===== src/rtl/uart_rx_fifo_if.sv =====
// Byte/status bundle between the UART receive path, the receive FIFO and the CPU side.
// master: receiver + CPU strobes; slave: the FIFO.
interface uart_rx_fifo_if #(
  parameter int DEPTH_LOG2 = 4
);
  logic [7:0]          rx_data;
  logic                rx_received;
  logic                rd;
  logic                clr;
  logic [7:0]          dout;
  logic                empty;
  logic                full;
  logic [DEPTH_LOG2:0] count;
  logic                overrun;
  logic                irq;

  modport master (
    output rx_data, rx_received, rd, clr,
    input  dout, empty, full, count, overrun, irq
  );

  modport slave (
    input  rx_data, rx_received, rd, clr,
    output dout, empty, full, count, overrun, irq
  );
endinterface


===== src/rtl/uart_rx_fifo.sv =====
// UART receive FWFT byte FIFO: one write per rx_received rising edge, dout visible the cycle after.
// No backpressure to the receiver: writes when full are dropped and latch overrun. Optional irq: UART_RX_FIFO_IRQ_EN.
module uart_rx_fifo #(
  parameter int DEPTH_LOG2 = 4,
  parameter int IRQ_LEVEL  = 1
) (
  input  logic           clk,
  input  logic           rst,
  uart_rx_fifo_if.slave  bus
);
  localparam int DEPTH = 1 << DEPTH_LOG2;
  localparam logic [DEPTH_LOG2:0] FULL_CNT = (DEPTH_LOG2 + 1)'(DEPTH);

  if (IRQ_LEVEL < 1 || IRQ_LEVEL > DEPTH) begin : g_bad_irq_level
    $error("uart_rx_fifo: IRQ_LEVEL must be within 1..2^DEPTH_LOG2");
  end

  logic [7:0]            mem [DEPTH];
  logic [DEPTH_LOG2-1:0] wp;
  logic [DEPTH_LOG2-1:0] rp;
  logic [DEPTH_LOG2:0]   cnt;
  logic                  ovr;
  logic                  rx_received_d;

  logic wr_stb;
  logic pop;
  logic wr_ok;
  logic is_empty;
  logic is_full;

  assign is_empty = (cnt == '0);
  assign is_full  = (cnt == FULL_CNT);
  assign wr_stb   = bus.rx_received & ~rx_received_d;
  assign pop      = bus.rd & ~is_empty;
  // A pop in the same cycle frees the slot a full FIFO needs for the incoming byte.
  assign wr_ok    = wr_stb & (~is_full | pop);

  always_ff @(posedge clk) begin
    if (rst) begin
      wp            <= '0;
      rp            <= '0;
      cnt           <= '0;
      ovr           <= 1'b0;
      rx_received_d <= 1'b0;
    end else begin
      rx_received_d <= bus.rx_received;
      if (bus.clr) begin
        wp  <= '0;
        rp  <= '0;
        cnt <= '0;
        ovr <= 1'b0;
      end else begin
        if (wr_ok) wp <= wp + 1'b1;
        if (pop)   rp <= rp + 1'b1;
        if (wr_stb && !wr_ok) ovr <= 1'b1;
        unique case ({wr_ok, pop})
          2'b10:   cnt <= cnt + 1'b1;
          2'b01:   cnt <= cnt - 1'b1;
          default: cnt <= cnt;
        endcase
      end
    end
  end

  // Storage is left unreset; dout masking hides stale contents.
  always_ff @(posedge clk) begin
    if (!rst && !bus.clr && wr_ok) mem[wp] <= bus.rx_data;
  end

  assign bus.dout    = is_empty ? 8'h00 : mem[rp];
  assign bus.empty   = is_empty;
  assign bus.full    = is_full;
  assign bus.count   = cnt;
  assign bus.overrun = ovr;

`ifdef UART_RX_FIFO_IRQ_EN
  localparam logic [DEPTH_LOG2:0] IRQ_CNT = (DEPTH_LOG2 + 1)'(IRQ_LEVEL);
  logic irq_q;

  always_ff @(posedge clk) begin
    if (rst) irq_q <= 1'b0;
    else     irq_q <= (cnt >= IRQ_CNT) | ovr;
  end

  assign bus.irq = irq_q;
`else
  assign bus.irq = 1'b0;
`endif
endmodule

===== src/flat_wrapper.sv =====
// flat-port wrapper written by rule: the top's interface ports become plain ports
module uart_rx_fifo_flat 
#(
  parameter int DEPTH_LOG2 = 4,
  parameter int IRQ_LEVEL  = 1
)
  (clk, rst, bus_rx_data, bus_rx_received, bus_rd, bus_clr, bus_dout, bus_empty, bus_full, bus_count, bus_overrun, bus_irq);
  uart_rx_fifo_if #(.DEPTH_LOG2(DEPTH_LOG2)) bus_i ();
  input  logic clk;
  input  logic rst;
  input wire logic [$bits(bus_i.rx_data)-1:0] bus_rx_data;
  input wire logic [$bits(bus_i.rx_received)-1:0] bus_rx_received;
  input wire logic [$bits(bus_i.rd)-1:0] bus_rd;
  input wire logic [$bits(bus_i.clr)-1:0] bus_clr;
  output wire logic [$bits(bus_i.dout)-1:0] bus_dout;
  output wire logic [$bits(bus_i.empty)-1:0] bus_empty;
  output wire logic [$bits(bus_i.full)-1:0] bus_full;
  output wire logic [$bits(bus_i.count)-1:0] bus_count;
  output wire logic [$bits(bus_i.overrun)-1:0] bus_overrun;
  output wire logic [$bits(bus_i.irq)-1:0] bus_irq;
  assign bus_i.rx_data = bus_rx_data;
  assign bus_i.rx_received = bus_rx_received;
  assign bus_i.rd = bus_rd;
  assign bus_i.clr = bus_clr;
  assign bus_dout = bus_i.dout;
  assign bus_empty = bus_i.empty;
  assign bus_full = bus_i.full;
  assign bus_count = bus_i.count;
  assign bus_overrun = bus_i.overrun;
  assign bus_irq = bus_i.irq;
  uart_rx_fifo #(.DEPTH_LOG2(DEPTH_LOG2), .IRQ_LEVEL(IRQ_LEVEL)) u_core (.clk(clk), .rst(rst), .bus(bus_i));
endmodule

===== config.mk =====
export PLATFORM = sky130hd
export DESIGN_NAME = uart_rx_fifo_flat
export DESIGN_NICKNAME = d
export VERILOG_FILES = /design/src/rtl/uart_rx_fifo_if.sv /design/src/rtl/uart_rx_fifo.sv /design/src/flat_wrapper.sv
export SDC_FILE = /design/constraint.sdc
export NUM_CORES = 1
export LEC_CHECK = 0
export CORE_ASPECT_RATIO = 1.1
export CORE_MARGIN = 1.5
export CORE_UTILIZATION = 40
export CTS_BUF_LIST = sky130_fd_sc_hd__clkbuf_4
export DETAILED_ROUTE_END_ITERATION = 7
export GPL_ROUTABILITY_DRIVEN = 1
export SYNTH_ARGS = -nofsm -noshare
export SYNTH_HDL_FRONTEND = slang
export SYNTH_SLANG_ARGS = --single-unit

===== constraint.sdc =====
create_clock -name clk -period 3.1 [get_ports clk]
set_input_delay 0.62 -clock clk [delete_from_list [all_inputs] [get_ports clk]]
set_output_delay 0.62 -clock clk [all_outputs]
set_load 0.01 [all_outputs]

Word-level counts from Yosys, hierarchy flattened
Memory sizes are Yosys's and may differ from the RTL's. A register that Yosys moved wholly into a read port is not among the register bits. Cells that the tools add are included.

Bits in registers: 15. Bits in writable memories: 128. Input bits: 13. Output and inout bits: 17. Word-level logic and storage cells: 35. Memories kept: 1.

Memories: u_core.mem (words 16, bits a word 8, read ports 1, clocked after Yosys merged registers in 1, write ports 1, RTL line uart_rx_fifo.sv:18) `logic [7:0] mem [DEPTH];`.

Add/subtract/negate cells: 4. Eq/ne operators: 3. Muxes and demuxes: 6. Bitwise operators: 7. Reductions and logical operators: 9.

Operators by type and width (number): case mux 5 bit (2 select lines) (1); adder 4 x 1 -> 4 bit (second input constant) (2); two-way mux 4 bit (2); two-way mux 8 bit (1); adder 5 x 1 -> 5 bit (second input constant) (1); == test 5 bit (second input constant) (1); zero test 5 bit (1); subtractor 5 x 1 -> 5 bit (second input constant) (1); bitwise AND 1 bit (3); logical AND 1 bit (3); zero test 1 bit (3); inverter 1 bit (3); == test 2 x 1 -> 1 bit (second input constant) (1); == test 2 bit (second input constant) (1); two-way mux 1 bit (2); nonzero test 2 bit (1); OR reduction 2 bit (1); OR 1 bit (1).

Depth between registers and ports, before layout
Gate-level depths: netlist (run 1).

Depth in word-level cells: 8. Mapped depth: 10. Depth with buffers taken out: 10.

Least setup slack after synthesis (run 1)
OpenSTA, ideal clock, no wires.

Path type: input to register. Start: in bus_rd. End: mem u_core.mem[0][0], enable pin. Library setup time: 0.383 ns. Data arrival time: 2.104 ns. Required time: 2.717 ns. Slack: 0.612 ns. Stages: 6. Buffers on the path: 1. Cells stage by stage: clkbuf_1 inv_1 a31oi_2 and2b_1 nand2_1 nor3_1.

Word-level cells in the longest chain between the ends: 6.

Ends and longest elaborated chain: start: declaration (RTL line flat_wrapper.sv:13) `input wire logic [$bits(bus_i.rd)-1:0] bus_rd;`; bitwise AND 1 bit (RTL line uart_rx_fifo.sv:34) `assign pop = bus.rd & ~is_empty;`; OR 1 bit (RTL line uart_rx_fifo.sv:36) `assign wr_ok = wr_stb & (~is_full | pop);`; bitwise AND 1 bit (RTL line uart_rx_fifo.sv:36); logical AND 1 bit (RTL line uart_rx_fifo.sv:67) `if (!rst && !bus.clr && wr_ok) mem[wp] <= bus.rx_data;`; two-way mux 1 bit (RTL line uart_rx_fifo.sv:67); two-way mux 1 bit (implied by the code) (RTL line uart_rx_fifo.sv:67); end: declaration (RTL line uart_rx_fifo.sv:18).

No other way between the ends.

==> results.cfg, run 1 <==
[critical_path]
crit_chain = buf_12 -> buf_4 -> mux4_2 -> a211oi_2 -> a211oi_1 -> clkdlybuf4s15_1
cp.required_ns = 2.48
crit_fanout = 10
worstSetupStartpointType = flop
end_kind = output pin
reg2reg_from = u_core.bus.count[2]
crit_family = buffers and inverters
critical_path_buf_inv_count = 3
cp.arrival_ns = 2.37
critPathMaxStageDelay_ns = 0.51
path_class = reg -> out
cp_slowest_cell = mux4_2

[final_layout]
multi_input_area_um2 = 1640
final_cell_mix = edfxtp_1, buf_4, mux4_2, nor2_1, clkdlybuf4s50_1
antenna_cells = 0
final_common_cell = edfxtp_1
syn2layout_area_growth_pct = 18.9
seq_area_um2 = 4230
finalNonFillerCells = 602
fill_cells = 1255
drive_gt1_frac = 0.278
nets = 419

[die]
fp.dieH_um = 131
core_um2 = 14500
start_util = 0.412
dieArea_um2 = 15700
die_x_um = 120
row_count = 46
ioPinCount = 30

[grt]
overflow = 0
grt.total_usage = 0.164
antenna_found_initial = 0
grt_pass1_vias = 3168
grt_first_pass_wirelength_um = 18500
grt_max_degree = 33

[routing]
viasPerCell = 5.14
first_pass_iters = 4
drt_iter0_markers = 220
wire_per_inst_um = 20.2
vias = 3092
drc = 0
wl_um = 12100
final_antenna_net_count = 0

[sta]
finClkSkew_ns = 0.0141
worstMarginPinSlew_ns = 0.630
fin_crit_sh = 0.965
layout_min_cycle_time_ns = 2.99
fmax_mhz = 334
grt_setup_unrepaired = yes
setup-tns-final_ns = 0
relSlewSlack = 0.580
hold_viol = 0
holdWs_ns = 0.487
setup_slack_ns = 0.109
setup_viol = 0
maxSlewViolCount = 0

[placed_design]
post-place-ws_ns = 0.283
place.gp.congestion = 0.747
place_hpwl_um = 7690
dp_cells = 564
port_buffers = 28

[power_and_ir_drop]
p_leak_uw = 0.00232
powerDensity_nw_per_um2 = 539
p_total_uw = 3830
peakVddDrop_v = 0.000207

[clocking]
clockBufferDepth = 2
cts_tree = yes
insertion_delay_ns = 0.54
cts-root-buf = clkbuf_4
cts-buffers-inserted = 17
cts_max_level = 4
cts.clk_slew.worst_paths_ns = 0.12
cts.sinks = 147
holdBufCountCts = 0

[synthesis]
async_flop_share = 0
synth.top_cell.area_share = 0.643
ys_ff_latch = 147
yosys.area.top_type = edfxtp_1
syn-num-nets = 356
yosysWarnings = 0
netlist_area_um2 = 5980
seq_area_frac_synth = 0.707
synth-edff-count = 128
synthFlopType = edfxtp_1
syn_avg_cell_area_um2 = 17.9
synth_area_leaders = edfxtp_1, mux4_2, dfxtp_1
synthCells = 334
synth.distinct_cells = 39

[status]
status = finished clean

[min_path]
hold_start = u_core.bus.overrun
hp-class = reg -> reg

[run]
drv_cap = 0
[per-stage QoR]
| step | util | cell area, um^2 |
|---|---|---|
| 3_3_place_gp | 0.458 | 6640 |
| 6_report | 0.490 | 7100 |
| 4_1_cts | 0.488 | 7080 |
| 5_1_grt | 0.490 | 7100 |
| 3_5_place_dp | 0.458 | 6640 |
| 2_1_floorplan | - | 5980 |
[final cells by class]
class,count,area share
tap,192,0.0338
sequential,147,0.595
multi-input combinational,160,0.231
timing repair buffer,64,0.0833
inverter,7,0.00440
clock buffer,18,0.0190
clock inverter,14,0.0329
[final timing paths]
kind                                            end  slack, ns  cells after the start
worst max-delay path                    bus_dout[0]       0.11                      6
worst min-delay path             u_core.bus.overrun       0.49                      2
worst max register to register  u_core.bus.count[4]       0.81                     10
worst min register to register   u_core.bus.overrun       0.49                      2
[synthesized netlist by cell type (4+ instances only)]
| library cell | count |
|---|---|
| a211oi_1 | 16 |
| a21oi_1 | 5 |
| buf_2 | 6 |
| buf_4 | 5 |
| clkbuf_1 | 8 |
| dfxtp_1 | 19 |
| edfxtp_1 | 128 |
| ha_1 | 8 |
| inv_1 | 6 |
| mux2i_1 | 10 |
| mux4_2 | 32 |
| nand2_1 | 9 |
| nand2b_1 | 5 |
| nand3_1 | 5 |
| nor2_1 | 28 |
| nor2b_1 | 10 |
| nor3_1 | 5 |
| xnor2_1 | 4 |
| xor2_1 | 5 |
[tightest hold or removal path, delay by kind of cell, from the launching register on]
kind	cells	cell delay (ns)
DFF	1	0.35
and+or+nand+nor	1	0.07
AOI/OAI and AO/OA	1	0.04
[kinds of logic after synthesis]
| kind of cell | synth area share |
|---|---|
| adders and majority gates | 0.0201 |
| AOI/OAI and AO/OA | 0.0369 |
| buffers and inverters | 0.0235 |
| xor gates and xnor gates | 0.0132 |
| DFF | 0.707 |
| muxes | 0.140 |
| other | 0.000628 |
| and+or+nand+nor | 0.0590 |
[layer usage]
layer  wire (um)  global-route usage  share of wire  vias up
li1            -                   -              -     1426
met5           0                   0              0        -
met2        5880               0.262           0.48       92
met4         330              0.0787          0.027        0
met1        5090               0.211           0.42     1553
met3         829              0.0382          0.068       21
[power breakdown]
group | switching [uW] | internal [uW] | total [uW]
logic | 109 | 89.1 | 198
clock network | 664 | 809 | 1470
registers | 7.38 | 2150 | 2160
[registers in the layout, indices dropped and copies added (netlist names), named ones only]
register / cells
u_core.mem: 128
u_core.wp: 4
u_core.bus.count: 5
u_core.bus.overrun: 1
u_core.rp: 4
u_core.rx_received_d: 1
[repair_timing]
action	CTS	global route
gates cloned	1	0
setup endpoints to repair	8	6
gates resized for setup	15	2
setup buffers	3	2
pin swaps	0	3
No activity file was read; power rests on OpenSTA's default activity.
==> inputs of run 2 (changes only) <==
Settings changed: SKIP_LAST_GASP set to 1.
==> results.cfg, run 2 (synthesis gave the netlist of run 1 again) <==
[final_layout]
top_register = u_core.mem
final_cell_mix = edfxtp_1, buf_4, mux4_2, nor2_1, clkdlybuf4s50_1
antenna_cells = 0
fill_cells = 1245
final_area_um2 = 7130
final_common_cell = edfxtp_1
syn2layout_area_growth_pct = 19.4
nets = 420
largest_register_ff_count = 128
drive_gt1_frac = 0.282

[power_and_ir_drop]
peakVddDrop_v = 0.000208
powerDensity_nw_per_um2 = 538
p_leak_uw = 0.00234

[critical_path]
cp_slowest_cell = mux4_2
cp.arrival_ns = 2.42
reg2reg_from = u_core.bus.count[2]
crit_chain = buf_4 -> buf_4 -> mux4_2 -> a211oi_2 -> a211oi_1 -> dlygate4sd2_1
critical_path_buf_inv_count = 3
critPathMaxStageDelay_ns = 0.51
crit_fanout = 5
crit_family = buffers and inverters
reg2regPathDepth = 10
end_kind = output pin
cp.required_ns = 2.48
regToRegEndpoint = u_core.bus.count[4]
crit_path_frequent_cell = buf_4
path_class = reg -> out
r2r_slack_ns = 0.82
worstSetupStartpointType = flop

[die]
dieArea_um2 = 15700
die_x_um = 120
core_um2 = 14500
fp.dieH_um = 131
ioPinCount = 30
row_count = 46
start_util = 0.412

[clocking]
cts-root-buf = clkbuf_4
cts-buffers-inserted = 17
cts_max_level = 4
cts.clk_slew.worst_paths_ns = 0.12
holdBufCountCts = 0
cts_tree = yes
clockBufferDepth = 2
insertion_delay_ns = 0.53
cts.sinks = 147

[sta]
fin_crit_sh = 0.981
maxSlewViolCount = 0
fmax_mhz = 329
setup_slack_ns = 0.0584
hold_viol = 0
grt_setup_unrepaired = yes
setup_viol = 0
finClkSkew_ns = 0.0139
holdWs_ns = 0.487
worstMarginPinSlew_ns = 0.639
relSlewSlack = 0.573
layout_min_cycle_time_ns = 3.04

[grt]
grt.total_usage = 0.164
overflow = 0
gr-usage-met1 = 0.211
grt_pass1_vias = 3168
antenna_found_initial = 0
met3_usage = 0.0382
grt_max_degree = 33
grt_first_pass_wirelength_um = 18500
grt-busiest-layer = met2
use_met2 = 0.262

[min_path]
hp-class = reg -> reg
holdPathEnd = u_core.bus.overrun
holdPathStages = 2
hold_start = u_core.bus.overrun

[routing]
drt_iter0_markers = 236
wl_um = 12300
final_antenna_net_count = 0
first_pass_iters = 4
viasPerCell = 5.21
wire_per_inst_um = 20.4
drc = 0
vias = 3144

[placed_design]
post-place-ws_ns = 0.283
placed_area_um2 = 6640
place.gp.congestion = 0.747
port_buffers = 28
place_hpwl_um = 7690

[run]
drv_cap = 0

[status]
status = finished clean
## run 2: worst max-delay path by stage
stage,start,endpoint,slack (ns),cells after the start
after floorplan,bus_rd,u_core.mem[0][0],0.61,6
after global placement,flop,bus_dout[7],0.26,5
after detailed placement,flop,bus_dout[0],0.28,6
after CTS,flop,bus_dout[7],-0.14,5
after global routing,flop,bus_dout[5],-0.06,6
final,flop,bus_dout[5],0.06,6
## run 2: worst min-delay path: stages, from the launching register on
cell	delay, ns
dfxtp_1	0.35
a21oi_1	0.04
nor2_1	0.07
## run 2: routing by layer
layer | share of wire | vias up | wire length [um]
li1 | - | 1432 | -
met1 | 0.44 | 1607 | 5380
met2 | 0.49 | 80 | 5960
met3 | 0.046 | 25 | 567
met4 | 0.031 | 0 | 375
met5 | 0 | - | 0
## run 2: power by group
part	total [uW]	internal [uW]	switching [uW]	leakage (uW)
clock	1470	809	665	0.000188
combinational	201	92.0	109	0.000849
sequential	2160	2150	8.15	0.00131
total	3840	3050	782	0.00234
## run 2: metrics by stage
step / TNS (ns) / std cells / power (uW) / utilization
after floorplan: 0 / 334 / 2310 / -
after global placement: 0 / 564 / 2400 / 0.458
after detailed placement: 0 / 564 / 2410 / 0.458
after CTS: -0.189 / 600 / 3860 / 0.488
after global routing: -0.0760 / 603 / 3940 / 0.492
final: 0 / 603 / 3840 / 0.492
## run 2: layout make-up
| class | instances | area (um^2) | area share |
|---|---|---|---|
| clock buffers | 18 | 135 | 0.0189 |
| well taps | 192 | 240 | 0.0337 |
| flip-flops and latches | 147 | 4230 | 0.593 |
| clock inverters | 14 | 234 | 0.0328 |
| repair buffers | 65 | 617 | 0.0865 |
| multi-input cells | 160 | 1640 | 0.230 |
| inverters | 7 | 31.3 | 0.00438 |
## run 2: repair_timing
| action | CTS | global route |
|---|---|---|
| buffers inserted | 3 | 2 |
| pin swaps | 0 | 3 |
| resized for setup | 13 | 9 |
| endpoints found under the setup margin | 8 | 7 |
| gates cloned | 1 | 1 |
